## config.mk

```make
export PLATFORM = sky130hd
export DESIGN_NAME = cdb_arbiter
export DESIGN_NICKNAME = d
export VERILOG_FILES = /design/src/rtl/cdb_arbiter_pkg.sv /design/src/rtl/cdb_arbiter_src_fifo.sv /design/src/rtl/cdb_arbiter.sv
export SDC_FILE = /design/constraint.sdc
export NUM_CORES = 1
export LEC_CHECK = 0
export CAP_MARGIN = 20
export CORE_ASPECT_RATIO = 1.2
export CORE_MARGIN = 2
export CORE_UTILIZATION = 25
export DETAILED_ROUTE_END_ITERATION = 8
export PLACE_DENSITY = 0.47
export SLEW_MARGIN = 20
export SYNTH_ARGS = -nofsm -noshare
export SYNTH_HDL_FRONTEND = slang
export SYNTH_SLANG_ARGS = --single-unit
export TNS_END_PERCENT = 20
```

## constraint.sdc

```tcl
create_clock -name clk -period 12.5 [get_ports clk]
set_input_delay 2.5 -clock clk [delete_from_list [all_inputs] [get_ports clk]]
set_output_delay 2.5 -clock clk [all_outputs]
set_load 0.02 [all_outputs]
```

## src/rtl/cdb_arbiter_pkg.sv

```systemverilog
// Shared constants for the common-data-bus arbiter: source count, FIFO depth,
// ROB tag width and the fixed producer indices.
package cdb_arbiter_pkg;

  localparam int ROB_SZ_LOG  = 4;
  localparam int CDB_NSRC    = 3;
  localparam int CDB_DEPTH   = 2;
  localparam int CDB_TAG_W   = ROB_SZ_LOG + 1;
  localparam int CDB_DATA_W  = 32;

  localparam int CDB_SRC_ALU = 0;
  localparam int CDB_SRC_LSB = 1;
  localparam int CDB_SRC_BR  = 2;

  // Round-robin search position: the slot `offset` places after `base`, wrapped to n.
  function automatic int rr_index(input int base, input int offset, input int n);
    return (base + offset) % n;
  endfunction

endpackage

```

## src/rtl/cdb_arbiter_src_fifo.sv

```systemverilog
// Shallow per-producer result FIFO holding {tag, data} entries. A push and a pop
// in the same cycle are legal even when full; freeze holds all state.
module cdb_src_fifo #(
  parameter int DEPTH = 2,
  parameter int W     = 37
) (
  input  logic         clk,
  input  logic         rst,
  input  logic         freeze,
  input  logic         flush,
  input  logic         push,
  input  logic         pop,
  input  logic [W-1:0] push_data,
  output logic         full,
  output logic         empty,
  output logic [W-1:0] head
);

  localparam int PTR_W = $clog2(DEPTH);
  localparam int CNT_W = PTR_W + 1;

  logic [W-1:0]     mem [DEPTH];
  logic [PTR_W-1:0] wr_ptr;
  logic [PTR_W-1:0] rd_ptr;
  logic [CNT_W-1:0] count;
  logic             do_push;
  logic             do_pop;

  assign full    = (count == CNT_W'(DEPTH));
  assign empty   = (count == {CNT_W{1'b0}});
  assign head    = mem[rd_ptr];
  assign do_pop  = pop & ~empty;
  assign do_push = push & (~full | do_pop);

  // Pointer and occupancy bookkeeping.
  always_ff @(posedge clk) begin
    if (rst) begin
      wr_ptr <= {PTR_W{1'b0}};
      rd_ptr <= {PTR_W{1'b0}};
      count  <= {CNT_W{1'b0}};
    end else if (!freeze) begin
      if (flush) begin
        wr_ptr <= {PTR_W{1'b0}};
        rd_ptr <= {PTR_W{1'b0}};
        count  <= {CNT_W{1'b0}};
      end else begin
        if (do_push) wr_ptr <= wr_ptr + PTR_W'(1);
        if (do_pop)  rd_ptr <= rd_ptr + PTR_W'(1);
        count <= count + CNT_W'(do_push) - CNT_W'(do_pop);
      end
    end
  end

  // Entry storage; written only on an accepted push.
  always_ff @(posedge clk) begin
    if (!rst && !freeze && !flush && do_push) begin
      mem[wr_ptr] <= push_data;
    end
  end

endmodule

```

## src/rtl/cdb_arbiter.sv

```systemverilog
// Round-robin arbiter sharing one registered CDB among NSRC result producers.
// Optional CDB_BYPASS_EN lets a live push into an empty FIFO compete directly.
module cdb_arbiter
  import cdb_arbiter_pkg::*;
#(
  parameter int NSRC   = CDB_NSRC,
  parameter int DEPTH  = CDB_DEPTH,
  parameter int TAG_W  = CDB_TAG_W,
  parameter int DATA_W = CDB_DATA_W,
  parameter int SRC_W  = (NSRC > 1) ? $clog2(NSRC) : 1
) (
  input  logic                   clk,
  input  logic                   rst,
  input  logic                   rdy,
  input  logic                   reset,
  input  logic [NSRC-1:0]        src_valid,
  input  logic [NSRC*TAG_W-1:0]  src_tag,
  input  logic [NSRC*DATA_W-1:0] src_data,
  output logic [NSRC-1:0]        src_ready,
  output logic                   cdb_valid,
  output logic [TAG_W-1:0]       cdb_tag,
  output logic [DATA_W-1:0]      cdb_data,
  output logic [SRC_W-1:0]       cdb_src
);

  localparam int ENTRY_W = TAG_W + DATA_W;

  logic [NSRC-1:0]    full, empty, accept, bypass, cand, push, pop;
  logic [ENTRY_W-1:0] head [NSRC];
  logic [SRC_W-1:0]   last_grant, winner;
  logic               grant_valid;
  logic [TAG_W-1:0]   win_tag;
  logic [DATA_W-1:0]  win_data;

  assign src_ready = {NSRC{rdy}} & ~full;

  // Candidate set and round-robin winner search starting after last_grant.
  always_comb begin : arb_comb
    int idx;
    grant_valid = 1'b0;
    winner      = {SRC_W{1'b0}};
    for (int i = 0; i < NSRC; i++) begin
      accept[i] = src_valid[i] & src_ready[i] & (src_tag[i*TAG_W +: TAG_W] != {TAG_W{1'b0}});
`ifdef CDB_BYPASS_EN
      bypass[i] = accept[i] & empty[i] & ~reset;
`else
      bypass[i] = 1'b0;
`endif
      cand[i] = ~empty[i] | bypass[i];
    end
    for (int k = 0; k < NSRC; k++) begin
      idx = rr_index(int'(last_grant), k + 1, NSRC);
      if (!grant_valid && cand[idx]) begin
        grant_valid = 1'b1;
        winner      = SRC_W'(idx);
      end else begin
        grant_valid = grant_valid;
      end
    end
  end

  // Winner payload mux plus per-FIFO push/pop enables.
  always_comb begin
    win_tag  = {TAG_W{1'b0}};
    win_data = {DATA_W{1'b0}};
    for (int i = 0; i < NSRC; i++) begin
      pop[i]  = grant_valid & (winner == SRC_W'(i)) & ~empty[i] & ~reset;
      push[i] = accept[i] & ~reset & ~(bypass[i] & grant_valid & (winner == SRC_W'(i)));
      if (grant_valid && (winner == SRC_W'(i))) begin
        if (!empty[i]) begin
          win_tag  = head[i][ENTRY_W-1 -: TAG_W];
          win_data = head[i][DATA_W-1:0];
        end else begin
          win_tag  = src_tag[i*TAG_W +: TAG_W];
          win_data = src_data[i*DATA_W +: DATA_W];
        end
      end else begin
        win_tag  = win_tag;
      end
    end
  end

  for (genvar g = 0; g < NSRC; g++) begin : g_fifo
    cdb_src_fifo #(
      .DEPTH (DEPTH),
      .W     (ENTRY_W)
    ) u_fifo (
      .clk       (clk),
      .rst       (rst),
      .freeze    (~rdy),
      .flush     (reset),
      .push      (push[g]),
      .pop       (pop[g]),
      .push_data ({src_tag[g*TAG_W +: TAG_W], src_data[g*DATA_W +: DATA_W]}),
      .full      (full[g]),
      .empty     (empty[g]),
      .head      (head[g])
    );
  end

  // Registered CDB broadcast and round-robin pointer.
  always_ff @(posedge clk) begin
    if (rst) begin
      cdb_valid  <= 1'b0;
      cdb_tag    <= {TAG_W{1'b0}};
      cdb_data   <= {DATA_W{1'b0}};
      cdb_src    <= {SRC_W{1'b0}};
      last_grant <= SRC_W'(NSRC - 1);
    end else if (rdy) begin
      if (reset) begin
        cdb_valid <= 1'b0;
      end else if (grant_valid) begin
        cdb_valid  <= 1'b1;
        cdb_tag    <= win_tag;
        cdb_data   <= win_data;
        cdb_src    <= winner;
        last_grant <= winner;
      end else begin
        cdb_valid <= 1'b0;
      end
    end
  end

endmodule

```

Yosys cells after proc, flatten, opt, wreduce, memory -nomap -nowiden

Memories as Yosys holds them, arrays and structs flattened. A register that Yosys moved wholly into a read port is not among the register bits.
Cells that the tools add are included.

Register bits: 54
Memory bits (writable): 222
Input bits: 118
Output and inout bits: 43
Word-level logic and storage cells: 169
Memories kept: 3

Memory list:

| name                 | depth | width | rd ports | clocked after Yosys merged registers in | write ports | RTL line                   | RTL |
|---|---|---|---|---|---|---|---|
| g_fifo[0].u_fifo.mem | 2     | 37    | 1        | 1                                       | 1           | cdb_arbiter_src_fifo.sv:22 | `logic [W-1:0] mem [DEPTH];` |
| g_fifo[1].u_fifo.mem | 2     | 37    | 1        | 1                                       | 1           | cdb_arbiter_src_fifo.sv:22 |  |
| g_fifo[2].u_fifo.mem | 2     | 37    | 1        | 1                                       | 1           | cdb_arbiter_src_fifo.sv:22 |  |

$add $sub $neg: 15
Div/mod/pow operators: 3
$lt $le $gt $ge: 3
Equal/unequal tests: 5
Multiplexer cells: 56
Bitwise logic cells: 36
Reduce and logical (&&, ||, !) cells: 34

Operators by type and width:

| cell                                                    | number |
|---|---|
| two-way mux 32 bit                                      | 6 |
| < comparator 32 x 4 -> 1 bit (second input constant)    | 3 |
| remainder unit 32 x 3 -> 32 bit (second input constant) | 3 |
| two-way mux 1 bit                                       | 35 |
| two-way mux 5 bit                                       | 6 |
| AND 1 bit                                               | 24 |
| nonzero test 5 bit                                      | 3 |
| two-way mux 2 bit                                       | 6 |
| AND reduction 2 bit                                     | 6 |
| nonzero test 2 bit                                      | 6 |
| logical AND 1 bit                                       | 10 |
| equality test 2 bit (second input constant)             | 4 |
| zero test 2 bit                                         | 4 |
| NOT 1 bit                                               | 7 |
| adder 1 bit (second input constant)                     | 6 |
| adder 2 x 1 -> 2 bit                                    | 3 |
| adder 2 x 2 -> 3 bit (second input constant)            | 2 |
| binary-select mux 1 bit (select 2 bit)                  | 3 |
| subtractor 2 x 1 -> 2 bit                               | 3 |
| zero test 1 bit                                         | 4 |
| adder 2 x 1 -> 3 bit (second input constant)            | 1 |
| AND 3 bit                                               | 1 |
| NOT 3 bit                                               | 1 |
| bitwise OR 1 bit                                        | 3 |
| 2 further kinds                                         | 2 |

Logic depth before layout (Yosys ltp)

Depth after elaboration: 22
Depth in mapped cells: 17
Gate-level depth less buffers: 15

Cells and area by module

A second synthesis with hierarchy kept.

Cell total of the unflattened synthesis: 861
Area, all modules: 12522.0 um^2

By module, submodules not included:

| module       | instances | cells an instance | area each (um^2) | sequential area each (um^2) |
|---|---|---|---|---|
| cdb_src_fifo | 3         | 147               | 2930.3           | 2322.2 |
| cdb_arbiter  | 1         | 420               | 3731.1           | 820.8 |

Worst setup path after synthesis

Ideal clock, no wire load.

Path type: input -> register
From: input reset
To: memory g_fifo[2].u_fifo.mem[0][0] (enable)
Library setup time: 0.524 ns
Arrival time: 6.639 ns
Data required time: 11.976 ns
Slack: 5.337 ns
Cell stages on the path: 5
Path through: nand2b_1 -> clkbuf_1 -> a21oi_1 -> o211ai_1 -> nor4_1

Longest elaborated chain between the ends: 8

RTL lines:

| element                                     | RTL line                   | RTL |
|---|---|---|
| from (decl)                                 | cdb_arbiter.sv:15          | `input logic reset,` |
| NOT 1 bit (no source line)                  | n/a                        |  |
| AND 1 bit                                   | cdb_arbiter.sv:67          | `pop[i] = grant_valid & (winner == SRC_W'(i)) & ~empty[i] & ~reset;` |
| AND 1 bit                                   | cdb_arbiter_src_fifo.sv:32 | `assign do_pop = pop & ~empty;` |
| bitwise OR 1 bit                            | cdb_arbiter_src_fifo.sv:33 | `assign do_push = push & (~full \| do_pop);` |
| AND 1 bit                                   | cdb_arbiter_src_fifo.sv:33 |  |
| logical AND 1 bit (*)                       | cdb_arbiter_src_fifo.sv:56 | `if (!rst && !freeze && !flush && do_push) begin` |
| two-way mux 1 bit (*)                       | cdb_arbiter_src_fifo.sv:56 |  |
| two-way mux 1 bit (implied by the code) (*) | cdb_arbiter_src_fifo.sv:57 | `mem[wr_ptr] <= push_data;` |
| to (decl)                                   | cdb_arbiter_src_fifo.sv:22 |  |

Mark *: on every way between the ends. The rest lies on a longest branch, timed or not.

Final worst setup path

From: input rdy
To: output src_ready[0]

Longest elaborated chain between the ends: 1

RTL lines:

| element     | RTL line          | RTL |
|---|---|---|
| from (decl) | cdb_arbiter.sv:14 | `input logic rdy,` |
| AND 3 bit   | cdb_arbiter.sv:35 | `assign src_ready = {NSRC{rdy}} & ~full;` |
| to (decl)   | cdb_arbiter.sv:19 | `output logic [NSRC-1:0] src_ready,` |

Every way passes these cells.

==> results_dict.tcl <==
set metrics [dict create \
    status "finished, final reports clean" \
    cp_num_buf_inv 3 \
    dpl.hpwl_um 18200 \
    rows 84 \
    cp_slowest_cell "clkdlybuf4s50_1" \
    io_pins 161 \
    grt_pass1_wl_um 45000 \
    cts-root-buf "clkbuf_16" \
    grt_pass1_vias 6945 \
    clock-sinks 278 \
    power.leakage_nw 4.72 \
    clkTransAtPathRegs_ns 0.06 \
    grt.overflow.total 0 \
    cts_resized 0 \
    core_area_um2 43600 \
    place_area_um2 13300 \
    layout-drive-gt1-share 0.128 \
    vdd_drop_max_v 0.0000905 \
    r2r_slack_ns 9.08 \
    clock_latency_ns 0.58 \
    synth.distinct_cells 44 \
    gp_congestion 0.745 \
    syn_to_final_growth_pct 29.7 \
    crit_path_frequent_cell "clkdlybuf4s50_1" \
    final.setup_skew_ns 0.0254 \
    gr-usage-all-layers 0.134 \
    portBuffers 160 \
    antenna_left 0 \
    cp.arrival_ns 4.19 \
    critPathKind "input pin to primary output" \
    ys.warnings.count 0 \
    cts_tree "done" \
    wl_per_cell_um 21.0 \
    synthFlopType "edfxtp_1" \
    cpPeakStageDelay_ns 0.63 \
    die_x_um 195 \
    fin_crit_sh 0.535 \
    synth_edf_count 222 \
    worst_pin_slew_ns 0.830 \
    max_slew_margin 0.447 \
    antenna_found_initial 1 \
    dr.pass1.iters 6 \
    fmax_mhz 150 \
    layout_commonest_cell "edfxtp_1" \
    hold_buffers 0 \
    vias 6582 \
    grt_max_degree 58 \
    diodes 0 \
    setup_tns_ns 0 \
    drc_errors 0 \
    timing.final.hold_violations 0 \
    cts_buffer_depth 3 \
    cp-end-kind "primary output" \
    finalSetupViolations 0 \
    min_path_type "flip-flop to flip-flop" \
    stdcell_area_um2 14300 \
    syn_avg_cell_area_um2 15.3 \
    synth_area_um2 11000 \
    routed_wl_um 30700 \
    cp.required_ns 10.00 \
    syn-instance-count 720 \
    cts_buffers 30 \
    ys_seq_area_frac 0.709 \
    critPathLaunchType "input pin" \
    cap_violations 0 \
    final_cell_mix "edfxtp_1, clkdlybuf4s50_1, a21oi_1" \
    worst_slack_ns 5.81 \
    die_area_um2 45600 \
    hold_ws_ns 0.474 \
    cp_max_fo 13 \
    synthArstFlopShare 0 \
    slew_violations 0 \
    cp_cell_sequence "clkdlybuf4s50_1 -> inv_1 -> a21oi_1 -> clkdlybuf4s50_1" \
    layout.nets 1006 \
    final_util 0.327 \
    yosys_register_bits 278 \
    crit_family "buffers and inverters" \
    die-height_um 234 \
    postCtsSetupRepairBufs 0 \
    dp_worst_setup_slack_ns 5.79 \
    rsz0062_at_grt "false" \
    final.min_clock_period_ns 6.69 \
    initial_core_util 0.252 \
    powerDensity_nw_per_um2 141 \
    vias_per_cell 4.50 \
    ctsHtreeMaxLevel 1 \
    drtIter0Drc 357 \
    synth_fp_nets 847 \
]
[area by class of cell]
cell class | instances | area, um2
multi-input cells | 383 | 3030
fillers | 4275 | 29400
clock inverters | 15 | 139
repair buffers | 174 | 1700
inverters | 12 | 45.0
well taps | 559 | 699
clock buffers | 41 | 842
flip-flops and latches | 278 | 7800
[cells in the mapped netlist (4+ instances only)]
master | count | area [um2]
clkbuf_1 | 36 | 135
inv_1 | 12 | 45.0
ha_1 | 9 | 113
o32a_1 | 37 | 370
nor2_1 | 25 | 93.8
dfxtp_1 | 56 | 1120
buf_2 | 9 | 45.0
edfxtp_1 | 222 | 6670
xor2_1 | 5 | 43.8
o21bai_1 | 38 | 285
mux2_2 | 38 | 428
mux2i_1 | 75 | 751
o21ai_0 | 7 | 35.0
or4_1 | 4 | 30.0
nand2_1 | 13 | 48.8
a21oi_1 | 92 | 460
[final timing paths]
kind / start / to / depth (start not counted)
hold reg to reg: cdb_valid / cdb_valid / 2
setup reg to reg: cdb_src[0] / g_fifo[2].u_fifo.count[1] / 14
hold / removal: cdb_valid / cdb_valid / 2
setup / recovery: rdy / src_ready[0] / 4
[power breakdown]
| part | switching [mW] | leakage, nW | internal [mW] |
|---|---|---|---|
| clock network | 0.362 | 0.476 | 0.511 |
| registers | 0.00727 | 2.46 | 1.01 |
| logic | 0.0634 | 1.79 | 0.0611 |
[per-stage QoR]
step                instances  power [mW]
finish                   1462        2.01
global route             1462        2.09
CTS                      1462        2.05
detailed placement       1406        1.16
global placement         1406        1.16
floorplan                 720        1.08
[per-layer routing]
metal | wire (um) | GRT usage | up-vias
met5 | 17 | 0 | -
met4 | 553 | 0.0367 | 2
met3 | 1330 | 0.0206 | 47
met2 | 15400 | 0.238 | 143
met1 | 13400 | 0.169 | 3253
li1 | - | - | 3137
[sequential cells by signal, indices dropped and copies added, names as in the netlist, named ones only]
| name | flops |
|---|---|
| cdb_data | 32 |
| cdb_src | 2 |
| cdb_tag | 5 |
| cdb_valid | 1 |
| g_fifo.u_fifo.count | 6 |
| g_fifo.u_fifo.mem | 222 |
| g_fifo.u_fifo.rd_ptr | 3 |
| g_fifo.u_fifo.wr_ptr | 3 |
| last_grant | 1 |
[worst reg2reg max path, delay by kind of cell, from the launching register on]
kind                     cells  cell delay [ns]
XOR/XNOR                     1             0.18
buffers and inverters        2             0.15
flip-flops                   1             0.43
AO/OA/AOI/OAI                4             0.78
adder cells (fa/ha/maj)      3             0.82
AND/OR/NAND/NOR              4             0.92
[logic make-up (layout without fill, tap and decap cells)]
group,count (synthesis),count (layout),synth area share
XOR/XNOR,6,6,0.00478
AND/OR/NAND/NOR,59,59,0.0254
flip-flops,278,278,0.709
buffers and inverters,59,242,0.0222
adder cells (fa/ha/maj),9,9,0.0103
multiplexers,113,113,0.107
AO/OA/AOI/OAI,196,196,0.121
Note: power is estimated with default switching activity, not from simulation.
